$ cat src/rtl/wm8731_cfg_seq.sv
// WM8731 configuration sequencer: walks the fixed 11-entry codec register
// table and hands one control word at a time to the I2C write master. It
// retries NACKed writes, waits for the codec to settle after its soft
// reset, and reports completion or the failing table index.
module wm8731_cfg_seq #(
  parameter int MAX_RETRY = 3,
  parameter int RST_WAIT  = 1000,
  parameter int TIMEOUT   = 65535
) (
  input  logic        Clk,
  input  logic        Rst,
  input  logic        Go,
  input  logic        I2cBusy,
  input  logic        I2cDone,
  input  logic        I2cNack,
  output logic        I2cStart,
  output logic [15:0] I2cData,
  output logic        Busy,
  output logic        CfgDone,
  output logic        CfgErr,
  output logic [3:0]  ErrIdx
);

  localparam int TMAX = (TIMEOUT > RST_WAIT) ? TIMEOUT : RST_WAIT;
  localparam int TW   = $clog2(TMAX + 2);
  localparam int RW   = $clog2(MAX_RETRY + 2);

  localparam logic [2:0] S_IDLE   = 3'd0;
  localparam logic [2:0] S_LOAD   = 3'd1;
  localparam logic [2:0] S_REQ    = 3'd2;
  localparam logic [2:0] S_WAIT   = 3'd3;
  localparam logic [2:0] S_SETTLE = 3'd4;
  localparam logic [2:0] S_NEXT   = 3'd5;
  localparam logic [2:0] S_DONE   = 3'd6;
  localparam logic [2:0] S_ERR    = 3'd7;

  localparam logic [3:0] LAST_IDX = 4'd10;

  // Control words {RegAddr[6:0], RegData[8:0]}; entry 0 is the soft reset.
  function automatic logic [15:0] cfg_word(input logic [3:0] i);
    case (i)
      4'd0:    cfg_word = 16'h1E00; // R15 reset
      4'd1:    cfg_word = 16'h0C00; // R6 power down control
      4'd2:    cfg_word = 16'h0017; // R0 left line in
      4'd3:    cfg_word = 16'h0217; // R1 right line in
      4'd4:    cfg_word = 16'h0479; // R2 left headphone
      4'd5:    cfg_word = 16'h0679; // R3 right headphone
      4'd6:    cfg_word = 16'h0812; // R4 analogue path
      4'd7:    cfg_word = 16'h0A00; // R5 digital path
      4'd8:    cfg_word = 16'h0E02; // R7 interface format
      4'd9:    cfg_word = 16'h1000; // R8 sampling control
      4'd10:   cfg_word = 16'h1201; // R9 active
      default: cfg_word = 16'h0000;
    endcase
  endfunction

  logic [2:0]    state_q, state_d;
  logic [3:0]    idx_q, idx_d;
  logic [RW-1:0] retry_q, retry_d;
  logic [TW-1:0] timer_q, timer_d;
  logic          start_q, start_d;
  logic [15:0]   data_q, data_d;
  logic          done_q, done_d;
  logic          err_q, err_d;
  logic [3:0]    eidx_q, eidx_d;

  // Next-state logic for the sequencer; the single timer serves both the
  // transfer timeout in WAIT and the post-reset delay in SETTLE.
  always_comb begin
    state_d = state_q;
    idx_d   = idx_q;
    retry_d = retry_q;
    timer_d = timer_q;
    start_d = 1'b0;
    data_d  = data_q;
    done_d  = done_q;
    err_d   = err_q;
    eidx_d  = eidx_q;
    case (state_q)
      S_IDLE, S_DONE, S_ERR: begin
        if (Go) begin
          done_d  = 1'b0;
          err_d   = 1'b0;
          eidx_d  = '0;
          idx_d   = '0;
          retry_d = '0;
          state_d = S_LOAD;
        end
      end
      S_LOAD: begin
        data_d  = cfg_word(idx_q);
        state_d = S_REQ;
      end
      S_REQ: begin
        // Hold here indefinitely while the master is busy; no timeout.
        if (!I2cBusy) begin
          start_d = 1'b1;
          timer_d = '0;
          state_d = S_WAIT;
        end
      end
      S_WAIT: begin
        // A done on the same cycle as the timeout takes priority.
        if (I2cDone) begin
          if (!I2cNack) begin
            timer_d = '0;
            state_d = (idx_q == 4'd0) ? S_SETTLE : S_NEXT;
          end else if (int'(retry_q) < MAX_RETRY) begin
            retry_d = retry_q + 1'b1;
            state_d = S_REQ;
          end else begin
            err_d   = 1'b1;
            eidx_d  = idx_q;
            state_d = S_ERR;
          end
        end else if (int'(timer_q) + 1 >= TIMEOUT) begin
          err_d   = 1'b1;
          eidx_d  = idx_q;
          state_d = S_ERR;
        end else begin
          timer_d = timer_q + 1'b1;
        end
      end
      S_SETTLE: begin
        if (int'(timer_q) + 1 >= RST_WAIT) state_d = S_NEXT;
        else                               timer_d = timer_q + 1'b1;
      end
      S_NEXT: begin
        retry_d = '0;
        if (idx_q == LAST_IDX) begin
          done_d  = 1'b1;
          state_d = S_DONE;
        end else begin
          idx_d   = idx_q + 1'b1;
          state_d = S_LOAD;
        end
      end
      default: state_d = S_IDLE;
    endcase
  end

  // State registers with synchronous reset; reset abandons any transfer.
  always_ff @(posedge Clk) begin
    if (Rst) begin
      state_q <= S_IDLE;
      idx_q   <= '0;
      retry_q <= '0;
      timer_q <= '0;
      start_q <= 1'b0;
      data_q  <= '0;
      done_q  <= 1'b0;
      err_q   <= 1'b0;
      eidx_q  <= '0;
    end else begin
      state_q <= state_d;
      idx_q   <= idx_d;
      retry_q <= retry_d;
      timer_q <= timer_d;
      start_q <= start_d;
      data_q  <= data_d;
      done_q  <= done_d;
      err_q   <= err_d;
      eidx_q  <= eidx_d;
    end
  end

  assign I2cStart = start_q;
  assign I2cData  = data_q;
  assign Busy     = !(state_q == S_IDLE || state_q == S_DONE || state_q == S_ERR);
  assign CfgDone  = done_q;
  assign CfgErr   = err_q;
  assign ErrIdx   = eidx_q;

endmodule

$ cat config.mk
export PLATFORM = sky130hd
export DESIGN_NAME = wm8731_cfg_seq
export DESIGN_NICKNAME = d
export VERILOG_FILES = /design/src/rtl/wm8731_cfg_seq.sv
export SDC_FILE = /design/constraint.sdc
export NUM_CORES = 1
export LEC_CHECK = 0
export ABC_AREA = 1
export CORE_MARGIN = 2
export CORE_UTILIZATION = 40
export CTS_CLUSTER_DIAMETER = 80
export CTS_CLUSTER_SIZE = 16
export DETAILED_ROUTE_END_ITERATION = 7
export HOLD_SLACK_MARGIN = 0.12
export PLACE_DENSITY = 0.62
export SLEW_MARGIN = 5
export SYNTH_ARGS = -nofsm -noshare
export SYNTH_HDL_FRONTEND = slang
export SYNTH_SLANG_ARGS = --single-unit
export TNS_END_PERCENT = 20
$ cat constraint.sdc
create_clock -name Clk -period 2.1 [get_ports Clk]
set_input_delay 0.21 -clock Clk [delete_from_list [all_inputs] [get_ports Clk]]
set_output_delay 0.21 -clock Clk [all_outputs]
set_load 0.01 [all_outputs]
==> results.json, run 1 <==
{
  "status": "finished, violations left",
  "failed_checks": "setup timing",
  "worstMarginPinSlew_ps": 516,
  "clockBufferDepth": 2,
  "drive_gt1_share_pct": 23.1,
  "cts_tree": "built",
  "cp_data_required_time_ps": 2340,
  "synth-seq-cells": 43,
  "ff2ff_setup_slack_ps": -150,
  "grt_first_pass_wirelength_um": 12800,
  "finalHoldViolCount": 0,
  "antenna_found_initial": 0,
  "dpl.hpwl_um": 5490,
  "crit_arrival_ps": 2490,
  "p_per_area_nw_per_um2": 1210,
  "routedWlPerCell_um": 13.0,
  "min_path_type": "reg2reg",
  "path_clk_slew_ps": 90,
  "min_delay_path_depth": 2,
  "peakVddDrop_uv": 657,
  "die_area_sq_um": 7800,
  "synth_ff_type": "dfxtp_1",
  "cts_sinks": 43,
  "grt-ovfl-total": 0,
  "dr_total_vias": 3009,
  "cap_violations": 0,
  "area_growth_pct": 31.6,
  "dpl_worst_slack_ps": -154,
  "io_buffers": 24,
  "rsz0062_at_grt": "true",
  "rows": 30,
  "synth_top_area_share_pct": 30.3,
  "fp.dieH_um": 88.3,
  "p_leak_nw": 1.57,
  "maxSlewViolCount": 0,
  "timing.fmax_mhz": 445,
  "endpoint_kind": "flop",
  "ys_warn_count": 0,
  "layout_common_cells": "109 x nand2_1, 55 x nor2_1, 51 x inv_1",
  "io_pins": 30,
  "relSlewSlack_pct": 65.5,
  "routed_wirelength_um": 7890,
  "cts_buffers": 5,
  "cp-start-kind": "flop",
  "period_minus_slack_ps": 2250,
  "placed_area_sq_um": 3300,
  "viasPerCell": 4.97,
  "drt_iter0_drc": 166,
  "synth_cell_type_count": 34,
  "path_cells": "ha_4 -> nand2_4 -> nor2_4 -> buf_4 -> nand3_1 -> nand2_1 -> nand2_1 -> nor2_1 -> nand2_2 -> nor2_4 -> nand2_2 -> nand2_4 -> nand2_4 -> nor2_4 -> clkbuf_16 -> nor2_2 -> nor2_1",
  "synthArstFlopShare_pct": 0,
  "grt_pass1_vias": 2787,
  "r2r_cells": 17,
  "clock-root-buffer": "clkbuf_8",
  "setup_viol_count_final": 19,
  "syn-cell-area_sq_um": 2850,
  "post-route-period-util_pct": 107,
  "grt_max_degree": 20,
  "synth_edf_count": 0,
  "clock_skew_ps": 11.2,
  "worstSetupPathType": "reg2reg",
  "worstPathMaxFanout": 8,
  "final_area_sq_um": 3740,
  "syn-instance-count": 453,
  "timing.rr.end": "timer_q[1]",
  "mostFrequentLayoutCell": "nand2_1",
  "firstDrtPassIters": 4,
  "hp-start": "ErrIdx[0]",
  "r2r-start": "timer_q[1]",
  "slowest_delay_ps": 380,
  "ant_nets": 0,
  "layout.nets": 526,
  "worstSkewPairLatency_ps": 310,
  "yosysSeqAreaShare_pct": 30.3,
  "cp_slowest_cell": "dfxtp_4",
  "place_congestion": 0.850,
  "core_area_sq_um": 6830,
  "holdPathEnd": "ErrIdx[0]",
  "hold_buffers": 0,
  "antenna_cells": 0,
  "syn-mean-instance-area_sq_um": 6.28,
  "initial_utilization_pct": 41.6,
  "fin_ws_ps": -149,
  "synthTopCellsByArea": "dfxtp_1 30%, nand2_1 16%, nor2_1 11%",
  "grtUsageTotal_pct": 20.6,
  "yosysTopAreaCell": "dfxtp_1",
  "htreeDepth": 2,
  "drc": 0,
  "fp.dieW_um": 88.3
}
-- registers in the layout, summed over array words and instances (netlist names) --
signal    flops
CfgDone       1
timer_q      17
I2cData       9
retry_q       3
state_q       3
ErrIdx        4
idx_q         4
CfgErr        1
I2cStart      1
-- area by class of cell --
type	instances	area (sq um)
tap	96	120
clock buffer	5	68.8
timing repair buffer	61	581
multi-input combinational	343	1850
clock inverter	3	43.8
fill	697	3090
sequential	43	878
inverter	55	206
-- synth_stat cells, types with 2 or more instances --
cell and n:
inv_1 52, nor2_1 81, nand4_1 25, nor4_1 3
inv_2 2, nand2_1 120, buf_6 2, o21ai_0 16
nor2_4 6, dfxtp_1 43, a21oi_1 23, clkbuf_1 3
nor3_1 8, buf_4 9, nand3_1 25, nand2_2 5
nand2_4 3, ha_1 11
-- worst max-delay path: cells and delay by family (launching register included) --
kind	cells	cell delay [ps]
and+or+nand+nor	14	1290
adders and majority gates	1	160
buffers and inverters	2	370
DFF	1	380
-- how the worst max path moves through the flow --
stage / from / to / slack [ps] / cells after the start
after detailed placement: timer_q[1] / timer_q[10] / -150 / 15
after CTS: timer_q[1] / timer_q[0] / -20 / 15
after floorplan: timer_q[0] / timer_q[2] / 60 / 16
after global placement: timer_q[1] / timer_q[2] / -110 / 15
after global routing: timer_q[1] / timer_q[1] / -290 / 17
final: timer_q[1] / timer_q[1] / -150 / 17
-- per-layer routing --
layer | wire [um] | vias to the layer above | global-route usage, %
met3 | 354 | 8 | 2.80
met5 | 0 | - | 0
met2 | 3690 | 73 | 33.8
met4 | 101 | 0 | 5.37
met1 | 3740 | 1371 | 28.7
li1 | - | 1557 | -
-- cell families after synthesis --
group | after synthesis | synth area share, %
buffers and inverters | 72 | 11.9
adder cells (fa/ha/maj) | 11 | 4.84
other | 1 | 0.132
AO/OA/AOI/OAI | 48 | 9.28
AND/OR/NAND/NOR | 278 | 43.6
flip-flops | 43 | 30.3
-- power by group --
part	leakage, nW	switching (mW)	internal [mW]	total (mW)
logic	1.15	1.44	1.06	2.49
registers	0.355	0.277	1.07	1.35
clock network	0.0581	0.324	0.355	0.679
-- stage by stage --
| step | total power, mW | util [%] | TNS (ps) | instances | hold WS (ps) |
|---|---|---|---|---|---|
| global route | 4.89 | 54.8 | -5800 | 606 | 475 |
| detailed placement | 3.32 | 48.3 | -2410 | 588 | 453 |
| finish | 4.52 | 54.8 | -1980 | 606 | 464 |
| global placement | 3.29 | 48.3 | -1700 | 588 | 454 |
| floorplan | 2.68 | - | 0 | 457 | 289 |
| CTS | 4.14 | 51.4 | -140 | 599 | 467 |
-- timing repair --
action	CTS	global route
buffers inserted	2	5
pin swaps	7	18
cloned	1	2
resized for setup	21	51
setup endpoints to repair	24	25
No activity file was read; power rests on OpenSTA's default activity.
==> inputs of run 2 (changes only) <==
--- a/config.mk
+++ b/config.mk
@@ -6,14 +6,14 @@
 export NUM_CORES = 1
 export LEC_CHECK = 0
 export ABC_AREA = 1
-export CORE_MARGIN = 2
 export CORE_UTILIZATION = 40
 export CTS_CLUSTER_DIAMETER = 80
 export CTS_CLUSTER_SIZE = 16
 export DETAILED_ROUTE_END_ITERATION = 7
+export GPL_TIMING_DRIVEN = 0
 export HOLD_SLACK_MARGIN = 0.12
 export PLACE_DENSITY = 0.62
-export SLEW_MARGIN = 5
+export SLEW_MARGIN = 20
 export SYNTH_ARGS = -nofsm -noshare
 export SYNTH_HDL_FRONTEND = slang
 export SYNTH_SLANG_ARGS = --single-unit
==> results.json, run 2 (synthesized netlist as in run 1, its figures left out) <==
{
  "worstMarginPinSlew_ps": 521,
  "crit_arrival_ps": 2350,
  "cp_slowest_cell": "dfxtp_2",
  "cts_buffers": 5,
  "finalPower_mw": 4.14,
  "path_clk_slew_ps": 90,
  "rows": 30,
  "fp.dieW_um": 86.3,
  "cp_num_buf_inv": 2,
  "io_pins": 30,
  "routedWlPerCell_um": 12.5,
  "placed_area_sq_um": 3220,
  "initial_utilization_pct": 41.6,
  "grt_pass1_vias": 2620,
  "largest_reg_flops": 17,
  "routed_wirelength_um": 7450,
  "io_buffers": 24,
  "antenna_cells": 0,
  "p_per_area_nw_per_um2": 1150,
  "p_int_mw": 2.24,
  "worstSkewPairLatency_ps": 300,
  "cts_tree": "built",
  "fp.dieH_um": 86.3,
  "path_delay_family": "simple AND/OR/NAND/NOR gates",
  "cp-start-kind": "flop",
  "setup_viol_count_final": 5,
  "period_minus_slack_ps": 2110,
  "worstPathMaxFanout": 8,
  "clock-root-buffer": "clkbuf_8",
  "clock_skew_ps": 8.89,
  "switching_power_mw": 1.91,
  "clockBufferDepth": 2,
  "drt_iter0_drc": 268,
  "ant_nets": 0,
  "drc": 0,
  "maxSlewViolCount": 0,
  "cap_violations": 0,
  "dr_total_vias": 2889,
  "rsz0062_at_grt": "true",
  "failed_checks": "setup timing",
  "layout_common_cells": "110 x nand2_1, 59 x nor2_1, 52 x inv_1",
  "p_leak_nw": 1.50,
  "status": "finished, violations left",
  "area_growth_pct": 26.6,
  "cts_sinks": 43,
  "registers.top_by_ff_count": "timer_q",
  "firstDrtPassIters": 4,
  "slowest_delay_ps": 370,
  "mostFrequentLayoutCell": "nand2_1",
  "cp_common_cell": "nand2_4",
  "final_area_sq_um": 3600,
  "final_cell_count_no_fill": 598,
  "place_congestion": 0.915,
  "relSlewSlack_pct": 65.3,
  "min_path_type": "reg2reg",
  "worstSetupPathType": "reg2reg",
  "core_area_sq_um": 6830,
  "dpl.hpwl_um": 5490,
  "grt_max_degree": 15,
  "path_cells": "ha_4 -> nand2_4 -> nor2_4 -> nand3_1 -> nand2_4 -> inv_1 -> nand3_1 -> nor2_1 -> nor2_2 -> nand2_2 -> nand2_4 -> nand2_4 -> nor2_4 -> buf_6 -> nor2_2 -> nor2_1",
  "drive_gt1_share_pct": 20.1,
  "antenna_found_initial": 0,
  "p_comb_share_pct": 51.9,
  "grtUsageTotal_pct": 20.7,
  "p_sw_share_pct": 46.0,
  "endpoint_kind": "flop",
  "n_fill_cell": 723,
  "layout.nets": 518,
  "dp.cells": 577,
  "viasPerCell": 4.83,
  "cp_data_required_time_ps": 2340,
  "die_area_sq_um": 7450,
  "finalHoldViolCount": 0,
  "clkPwrFrac_pct": 16.1,
  "grt-ovfl-total": 0,
  "fin_ws_ps": -9.55,
  "timing.hold.ws_ps": 463,
  "htreeDepth": 2,
  "timing.fmax_mhz": 474,
  "seq_power_share_pct": 32.0,
  "post-route-period-util_pct": 100,
  "peakVddDrop_uv": 582,
  "grt_first_pass_wirelength_um": 12100,
  "dpl_worst_slack_ps": -344
}
run 2: cell types whose count changed in the layout (fill, tap and decap cells not counted), moves of 2 or more:
cell	change
clkbuf_1	+3
dfxtp_1	+2
buf_4	-11
nor2_4	-5
dfxtp_4	-2
nor2_1	+4
run 2: power groups by stage:
| stage | sequential, mW | clock [mW] | combinational [mW] |
|---|---|---|---|
| final | 1.33 | 0.668 | 2.15 |
| after global routing | 1.36 | 0.726 | 2.44 |
| after CTS | 1.30 | 0.696 | 2.03 |
| after detailed placement | 1.31 | 0 | 1.88 |
| after global placement | 1.30 | 0 | 1.86 |
| after floorplan | 1.25 | 0 | 1.43 |
run 2: cell type report:
type	count	area (sq um)	area share (%)
plain buffers	17	126	3.51
clock buffers	5	68.8	1.91
clock inverters	3	43.8	1.22
inverters	55	206	5.73
multi-input cells	342	1800	50.1
flip-flops and latches	43	871	24.2
well taps	96	120	3.33
repair buffers	37	363	10.1
run 2: worst min-delay path, delay by kind of cell, from the launching register on:
kind               cells  cell delay (ps)
AOI/OAI and AO/OA      1               50
DFF                    1              320
and+or+nand+nor        1               60
run 2: worst paths after layout:
check	startpoint	end	slack, ps	cells past startpoint
worst max-delay path	timer_q[1]	timer_q[0]	-10	16
worst min-delay path	ErrIdx[2]	ErrIdx[2]	460	2
worst max register to register	timer_q[1]	timer_q[0]	-10	16
worst min register to register	ErrIdx[2]	ErrIdx[2]	460	2
run 2: what timing repair did:
item,in CTS,in global routing
hold buffers,0,0
setup buffers,8,3
setup endpoints to repair,31,27
resized for setup,23,37
gates cloned,1,1
pin swaps,7,25
run 2: through the flow:
step	util [%]	setup TNS [ps]
3_3_place_gp	47.1	-4840
5_1_grt	52.7	-3210
6_report	52.7	-23.8
2_1_floorplan	-	0
3_5_place_dp	47.1	-6010
4_1_cts	50.8	-185
run 2: metal layers:
layer | part of all wire, % | vias up | global-route usage (%)
met5 | 0 | - | 0
met4 | 0.82 | 0 | 5.30
met3 | 3.2 | 6 | 3.24
met2 | 47 | 57 | 34.1
met1 | 49 | 1285 | 28.4
li1 | - | 1541 | -
